File: config.mk
export PLATFORM = sky130hd
export DESIGN_NAME = approx_adder_err_monitor
export DESIGN_NICKNAME = d
export VERILOG_FILES = /design/src/rtl/approx_adder_err_monitor.sv
export SDC_FILE = /design/constraint.sdc
export NUM_CORES = 1
export LEC_CHECK = 0
export CORE_UTILIZATION = 45
export CTS_BUF_LIST = sky130_fd_sc_hd__clkbuf_16
export CTS_CLUSTER_SIZE = 24
export DETAILED_ROUTE_END_ITERATION = 12
export PLACE_DENSITY = 0.69
export SLEW_MARGIN = 15
export SYNTH_ARGS = -nofsm -noshare
export SYNTH_HDL_FRONTEND = slang
export SYNTH_SLANG_ARGS = --single-unit
File: constraint.sdc
create_clock -name clk -period 10.52 [get_ports clk]
set_input_delay 2.104 -clock clk [delete_from_list [all_inputs] [get_ports clk]]
set_output_delay 2.104 -clock clk [all_outputs]
set_load 0.005 [all_outputs]
File: src/rtl/approx_adder_err_monitor.sv
// Error scoreboard for approximate ripple-carry adders: accumulates error count, error-distance
// sum/max (and, with APPROX_MON_BITERR_EN, a per-bit error mask) over windows of SAMPLES samples.
module approx_adder_err_monitor #(
   parameter  int N       = 8,
   parameter  int SAMPLES = 16,
   localparam int CNT_W   = $clog2(SAMPLES + 1),
   localparam int SUM_W   = N + 1 + $clog2(SAMPLES)
) (
   input  logic             clk,
   input  logic             rst_n,
   input  logic             clear,
   input  logic             in_valid,
   output logic             in_ready,
   input  logic [N-1:0]     a,
   input  logic [N-1:0]     b,
   input  logic [N-1:0]     approx_sum,
   input  logic             approx_fn,
   output logic             res_valid,
   input  logic             res_ready,
   output logic [CNT_W-1:0] err_count,
   output logic [SUM_W-1:0] ed_sum,
   output logic [N:0]       ed_max,
   output logic [N:0]       bit_err_mask
);

   typedef enum logic {ACCUM = 1'b0, REPORT = 1'b1} state_t;

   localparam logic [CNT_W-1:0] LAST = CNT_W'(SAMPLES - 1);

   state_t           state;
   logic [CNT_W-1:0] cnt;
   logic [CNT_W-1:0] err_acc, err_nxt;
   logic [SUM_W-1:0] ed_acc, ed_nxt;
   logic [N:0]       max_acc, max_nxt;
   logic [N:0]       exact, approx, ed;
   logic             accept;

`ifdef APPROX_MON_BITERR_EN
   logic [N:0]       mask_acc, mask_nxt;
`endif

   assign accept = in_valid && in_ready;

   // Next-accumulator values include the sample at the inputs, so the final
   // sample of a window can be latched straight into the result registers.
   always_comb begin
      exact   = {1'b0, a} + {1'b0, b};
      approx  = {approx_fn, approx_sum};
      ed      = (exact >= approx) ? (exact - approx) : (approx - exact);
      err_nxt = err_acc + {{(CNT_W-1){1'b0}}, (ed != '0)};
      ed_nxt  = ed_acc + {{(SUM_W-N-1){1'b0}}, ed};
      max_nxt = (ed > max_acc) ? ed : max_acc;
`ifdef APPROX_MON_BITERR_EN
      mask_nxt = mask_acc | (exact ^ approx);
`endif
   end

   always_ff @(posedge clk) begin
      if (!rst_n) begin
         state     <= ACCUM;
         in_ready  <= 1'b1;
         res_valid <= 1'b0;
         cnt       <= '0;
         err_acc   <= '0;
         ed_acc    <= '0;
         max_acc   <= '0;
         err_count <= '0;
         ed_sum    <= '0;
         ed_max    <= '0;
`ifdef APPROX_MON_BITERR_EN
         mask_acc     <= '0;
         bit_err_mask <= '0;
`endif
      end else begin
         case (state)
            ACCUM: begin
               if (clear) begin
                  cnt     <= '0;
                  err_acc <= '0;
                  ed_acc  <= '0;
                  max_acc <= '0;
`ifdef APPROX_MON_BITERR_EN
                  mask_acc <= '0;
`endif
               end else if (accept) begin
                  if (cnt == LAST) begin
                     err_count <= err_nxt;
                     ed_sum    <= ed_nxt;
                     ed_max    <= max_nxt;
                     cnt       <= '0;
                     err_acc   <= '0;
                     ed_acc    <= '0;
                     max_acc   <= '0;
                     state     <= REPORT;
                     in_ready  <= 1'b0;
                     res_valid <= 1'b1;
`ifdef APPROX_MON_BITERR_EN
                     bit_err_mask <= mask_nxt;
                     mask_acc     <= '0;
`endif
                  end else begin
                     cnt     <= cnt + CNT_W'(1);
                     err_acc <= err_nxt;
                     ed_acc  <= ed_nxt;
                     max_acc <= max_nxt;
`ifdef APPROX_MON_BITERR_EN
                     mask_acc <= mask_nxt;
`endif
                  end
               end
            end
            REPORT: begin
               // clear is deliberately ignored here: pending results survive it.
               if (res_ready) begin
                  state     <= ACCUM;
                  in_ready  <= 1'b1;
                  res_valid <= 1'b0;
               end
            end
            default: begin
               state     <= ACCUM;
               in_ready  <= 1'b1;
               res_valid <= 1'b0;
            end
         endcase
      end
   end

`ifndef APPROX_MON_BITERR_EN
   assign bit_err_mask = '0;
`endif

endmodule

==> results of run 1 <==
==> final cells by class <==
class / count / area share (%)
inverters: 39 / 2.69
repair buffers: 63 / 11.4
multi-input cells: 438 / 54.4
clock buffers: 9 / 4.15
clock inverters: 7 / 1.47
well taps: 133 / 3.06
flip-flops and latches: 62 / 22.8
==> layer usage <==
metal | vias up | wire length (um) | share of wire, %
met4 | 0 | 197 | 1.8
met5 | - | 0 | 0
li1 | 2100 | - | -
met2 | 137 | 4940 | 46
met3 | 21 | 586 | 5.4
met1 | 1931 | 5120 | 47
==> registers in the layout, indices dropped and copies added, names as in the netlist <==
name and flops:
err_acc 5, cnt 5, state 1, ed_max 9, err_count 5, in_ready 1
max_acc 9, ed_acc 13, ed_sum 13, res_valid 1
==> layout by cell type, fill, tap and decap left out, types with 2 or more instances in the layout <==
| master | instances |
|---|---|
| or2_2 | 2 |
| nor2_1 | 62 |
| a21o_1 | 7 |
| a311oi_1 | 4 |
| nand2_1 | 44 |
| clkdlybuf4s50_1 | 58 |
| fa_1 | 4 |
| a21oi_1 | 42 |
| conb_1 | 9 |
| nand3_1 | 24 |
| a32o_1 | 2 |
| o311ai_0 | 3 |
| o211ai_1 | 5 |
| xor2_1 | 10 |
| xnor2_1 | 18 |
| and3_1 | 3 |
| inv_1 | 39 |
| mux2i_1 | 10 |
| buf_4 | 5 |
| a22oi_1 | 13 |
| a211oi_1 | 12 |
| o21bai_1 | 5 |
| o31ai_1 | 7 |
| clkbuf_16 | 9 |
| ha_1 | 47 |
| nor3_1 | 8 |
| a31oi_1 | 6 |
| clkinv_1 | 4 |
| bufinv_16 | 2 |
| o2111ai_1 | 2 |
| nand2b_1 | 9 |
| nand4_1 | 7 |
| o21ai_0 | 32 |
| o21a_1 | 4 |
| nor4_1 | 5 |
| nor2b_1 | 6 |
| dfxtp_1 | 62 |
==> power by group <==
part / internal, mW / total (mW) / switching (mW)
clock: 0.203 / 0.307 / 0.103
combinational: 0.181 / 0.455 / 0.274
sequential: 0.246 / 0.254 / 0.00768
total: 0.631 / 1.02 / 0.385
==> tightest hold or removal path: stages, from the launching register on <==
cell	delay [ns]
dfxtp_1	0.30
nand2_1	0.05
a21oi_1	0.05
==> kinds of logic (layout without fill, tap and decap cells) <==
family,after synthesis,count (layout)
flip-flops,62,62
other,1,9
buffers and inverters,76,118
XOR/XNOR,28,28
AO/OA/AOI/OAI,161,161
adder cells (fa/ha/maj),51,51
multiplexers,11,11
AND/OR/NAND/NOR,178,178
==> stage by stage <==
stage	hold WS (ns)	instance area (um2)	util, %
floorplan	0.436	4510	-
global placement	0.441	5120	52.6
detailed placement	0.449	5120	52.6
CTS	0.456	5420	55.7
global route	0.477	5430	55.8
finish	0.451	5430	55.8
==> worst paths after layout <==
kind / startpoint / end / slack [ns] / cells past startpoint
max reg2reg: ed_acc[0] / ed_acc[10] / 7.93 / 10
max: a[0] / ed_sum[12] / 2.37 / 24
min: ed_sum[5] / ed_sum[5] / 0.45 / 2
min reg2reg: ed_sum[5] / ed_sum[5] / 0.45 / 2
==> results.json, run 1 <==
{
  "status": "complete, no violations",
  "first_global_vias": 3855,
  "first_iter_violations": 273,
  "dp_slack_ns": 1.91,
  "use_met2_pct": 35.1,
  "core_um2": 9730,
  "synth-main-ff-cell": "dfxtp_1",
  "start_util_pct": 46.1,
  "maxCapViolations": 0,
  "grt_use_met3_pct": 4.62,
  "synth_top_family_by_area": "compound AO/OA/AOI/OAI gates",
  "cts_resized": 0,
  "path_delay_family": "compound AO/OA/AOI/OAI gates",
  "globalRouteOverflowTotal": 0,
  "wl_per_cell_um": 14.4,
  "finClkSkew_ns": 0.00372,
  "synth.area.mux_share_pct": 2.48,
  "final_cells": 751,
  "critPathMaxFanout": 16,
  "h-tree-depth": 3,
  "cts_tree": "yes",
  "grt_max_degree": 32,
  "hold_path.class": "flop to flop",
  "rsz0062_at_grt": "no",
  "routed_wl_mm": 10.8,
  "worstPathCellList": "clkdlybuf4s50_1, ha_1, fa_1, a21o_1, a21oi_1, o21bai_1, a21oi_1, xnor2_1, ha_1, a211oi_2, o21bai_1, or2_4, nor2_1, mux2i_1, xnor2_1, inv_1, ha_1, nor2b_1, o21ai_0, a21oi_1, o221ai_1, nor2_1, a32o_1, a211oi_1",
  "grt_antenna_before_repair": 0,
  "synth_cells": 568,
  "slowest_delay_ns": 0.63,
  "crit_type": "input port to flop",
  "clk_latency_ns": 0.33,
  "vias": 4189,
  "cts_buffers": 9,
  "via_per_inst": 5.58,
  "arrival_ns": 8.38,
  "syn_area_per_cell_um2": 7.89,
  "seq_area_um2": 1240,
  "multi_input_area_um2": 2960,
  "end_kind": "flop",
  "clock_path_buffers": 2,
  "num_io_pins": 68,
  "synthTopCellsByCount": "dfxtp_1, nor2_1, ha_1, nand2_1, a21oi_1",
  "power.leakage_nw": 2.18,
  "area_delta_synth_final_pct": 21.2,
  "place.port_buffers": 58,
  "placed_cells": 735,
  "critPathLaunchType": "input port",
  "yosysSeqAreaShare_pct": 27.7,
  "die_w_um": 102,
  "setup_violations": 0,
  "async_flop_share_pct": 0,
  "synth_xor_area_share_pct": 5.47,
  "clk_pin_slew_worst_paths_ns": 0.05,
  "dieArea_um2": 10400,
  "routabilityCongestion": 0.869,
  "drc": 0,
  "hold_viol_final": 0,
  "syn-cell-area_um2": 4480,
  "dp_hpwl_mm": 8.12,
  "grt_usage_pct": 21.8,
  "fill_cells": 922,
  "tightest_slew_ns": 1.00,
  "cp.required_ns": 10.75,
  "fin_crit_sh_pct": 77.5,
  "rows": 36,
  "clock.fmax_ghz": 0.123,
  "diodes": 0,
  "slew_viol_final": 0,
  "fin_nets": 694,
  "synthAdderAreaFrac_pct": 14.9,
  "period_needed_ns": 8.15,
  "yosysWarnings": 0,
  "top_usage_layer": "met2",
  "relSlewSlack_pct": 33.2,
  "grt_pass1_wl_mm": 17.7,
  "die_height_um": 102,
  "synth_edf_count": 0,
  "ctsHoldBuffers": 0,
  "power_mw": 1.02,
  "vdd_drop_max_v": 0.0000899,
  "grt_util_met1_pct": 28.5,
  "yosys.cell_types.count": 61,
  "synth-simple-area-share_pct": 18.4,
  "synthDominantCellAreaShare_pct": 27.7,
  "first_pass_iters": 5,
  "slowest_stage": "nor2_1",
  "cts_setup_buffers": 0,
  "yosys-top-cells-area": "dfxtp_1, ha_1, nor2_1, a21oi_1, nand2_1",
  "cts_sinks": 62,
  "setup_ws_ns": 2.37,
  "ys_ff_latch": 62,
  "cts-root-buf": "clkbuf_16",
  "path_buf_inv": 2,
  "fin_setup_tns_ns": 0,
  "drtAntennaViolNets": 0,
  "pwr_density_cell_nw_per_um2": 187,
  "synth_area_leader_cell": "dfxtp_1",
  "synth_compound_area_share_pct": 23.5,
  "drive_gt1_share_pct": 4.53
}
No activity file was read; power rests on OpenSTA's default activity.
==> inputs of run 2 (changes only) <==
- clock period: 10.52 -> 8.13 ns (I/O delays scaled with it)
==> run 2 against run 1 <==
  * The flow now finishes with violations (design-rule violations)
  * Clock power is 7.5% higher
  * Non-clock buffer count is 6 higher
  * Die area stayed put
  * Via count is 0.41% lower
  * Sequential share of layout area is 0.058 points higher
  * Utilization is 0.14 points lower
  * Sequential cell count stayed put
  * Clock skew is 0.0041 ns higher
  * Design area is 0.25% lower
  * Largest cell class unchanged
==> results.json, run 2 (synthesized netlist as in run 1, its figures left out) <==
{
  "status": "complete, but fails checks",
  "violations": "design-rule violations",
  "vdd_drop_max_v": 0.0000984,
  "grt_max_degree": 37,
  "cts_sinks": 62,
  "grt_usage_pct": 21.3,
  "first_pass_iters": 9,
  "cp.required_ns": 8.36,
  "multi_input_area_um2": 2950,
  "fin_crit_sh_pct": 89.8,
  "first_iter_violations": 257,
  "placed_cells": 741,
  "cts_buffers": 9,
  "maxCapViolations": 0,
  "cts-root-buf": "clkbuf_16",
  "fin_setup_tns_ns": 0,
  "cts_setup_buffers": 0,
  "slowest_delay_ns": 0.41,
  "rsz0062_at_grt": "no",
  "grt_antenna_before_repair": 0,
  "setup_ws_ns": 0.826,
  "globalRouteOverflowTotal": 0,
  "diodes": 0,
  "cts_tree": "yes",
  "wl_per_cell_um": 14.1,
  "dieArea_um2": 10400,
  "routabilityCongestion": 0.875,
  "clock_path_buffers": 2,
  "final_cell_mix": "nor2_1, dfxtp_1, clkdlybuf4s50_1",
  "ctsHoldBuffers": 0,
  "grt_pass1_wl_mm": 17.4,
  "place.port_buffers": 58,
  "clk_pin_slew_worst_paths_ns": 0.05,
  "tightest_slew_ns": 0.955,
  "hold_viol_final": 0,
  "first_global_vias": 3727,
  "seq_area_um2": 1240,
  "slew_viol_final": 0,
  "placedInstanceArea_um2": 5160,
  "drive_gt1_share_pct": 5.62,
  "vias": 4172,
  "power_mw": 1.26,
  "rows": 36,
  "fin_area_um2": 5420,
  "period_needed_ns": 7.30,
  "relSlewSlack_pct": 36.2,
  "pwr_density_cell_nw_per_um2": 233,
  "end_kind": "flop",
  "dp_slack_ns": 0.541,
  "start_util_pct": 46.1,
  "core_um2": 9730,
  "fill_cells": 938,
  "finClkSkew_ns": 0.00783,
  "setup_violations": 0,
  "hold_path.class": "flop to flop",
  "slowest_stage": "fa_1",
  "die_w_um": 102,
  "drc": 1,
  "clk_latency_ns": 0.32,
  "clock.fmax_ghz": 0.137,
  "dp_hpwl_mm": 7.96,
  "routed_wl_mm": 10.7,
  "drtAntennaViolNets": 0,
  "num_io_pins": 68,
  "arrival_ns": 7.54,
  "reg_top3": "ed_acc (13), ed_sum (13)",
  "h-tree-depth": 3,
  "crit_type": "input port to flop",
  "worstPathCellList": "clkdlybuf4s50_1, ha_1, fa_1, a21o_1, a21oi_1, o21bai_1, a21oi_1, xnor2_1, ha_1, a211oi_2, o21bai_1, or2_4, nor2_1, mux2i_1, xnor2_1, inv_1, ha_1, nor2b_1, o21ai_0, a21oi_1, o221ai_1, nor2_1, a32o_1, a211oi_1",
  "power.leakage_nw": 2.18,
  "die_height_um": 102,
  "via_per_inst": 5.52,
  "critPathMaxFanout": 16,
  "final_cells": 756,
  "critPathLaunchType": "input port",
  "fin_nets": 700,
  "cts_resized": 0,
  "area_delta_synth_final_pct": 20.9
}
-- run 2: changes by cell type in the layout (fill, tap and decap cells not counted), sizes merged --
cell and change:
bufinv -2, inv -1, clkinvlp +1, clkinv +1
buf +6
-- run 2: final timing paths --
kind / slack [ns] / cells after the start / start / endpoint
worst max-delay path: 0.83 / 24 / a[0] / ed_sum[12]
worst min-delay path: 0.45 / 2 / ed_sum[7] / ed_sum[7]
worst max register to register: 5.58 / 10 / ed_acc[0] / ed_acc[10]
worst min register to register: 0.45 / 2 / ed_sum[7] / ed_sum[7]
-- run 2: final cells by class --
class                      count  share of cell area [%]
multi-input combinational    438                    54.4
sequential                    62                    22.9
timing repair buffer          69                    12.2
clock buffer                   9                    4.16
tap                          133                    3.07
inverter                      39                    2.70
clock inverter                 6                   0.554
-- run 2: power breakdown --
part	switching, mW	total [mW]	internal [mW]
Clock	0.130	0.330	0.200
Sequential	0.00941	0.328	0.319
Combinational	0.351	0.603	0.252
-- run 2: worst max-delay path: cells and delay by family --
family,cells,cell delay [ns]
and+or+nand+nor,4,1.01
buffers and inverters,2,0.51
AOI/OAI and AO/OA,11,2.37
adders and majority gates,4,1.40
muxes,1,0.27
xor gates and xnor gates,2,0.36
-- run 2: routing by layer --
layer	track usage [%]	vias to the layer above	share of wire (%)
li1	-	2105	-
met4	6.24	0	1.3
met1	28.3	1946	47
met2	34.8	107	47
met5	0	-	0
met3	4.28	14	4.8
-- run 2: stage by stage --
step,hold slack (ns),util [%]
floorplan,0.436,-
detailed placement,0.447,53.1
global placement,0.441,53.1
global route,0.469,55.7
finish,0.450,55.7
CTS,0.454,55.7
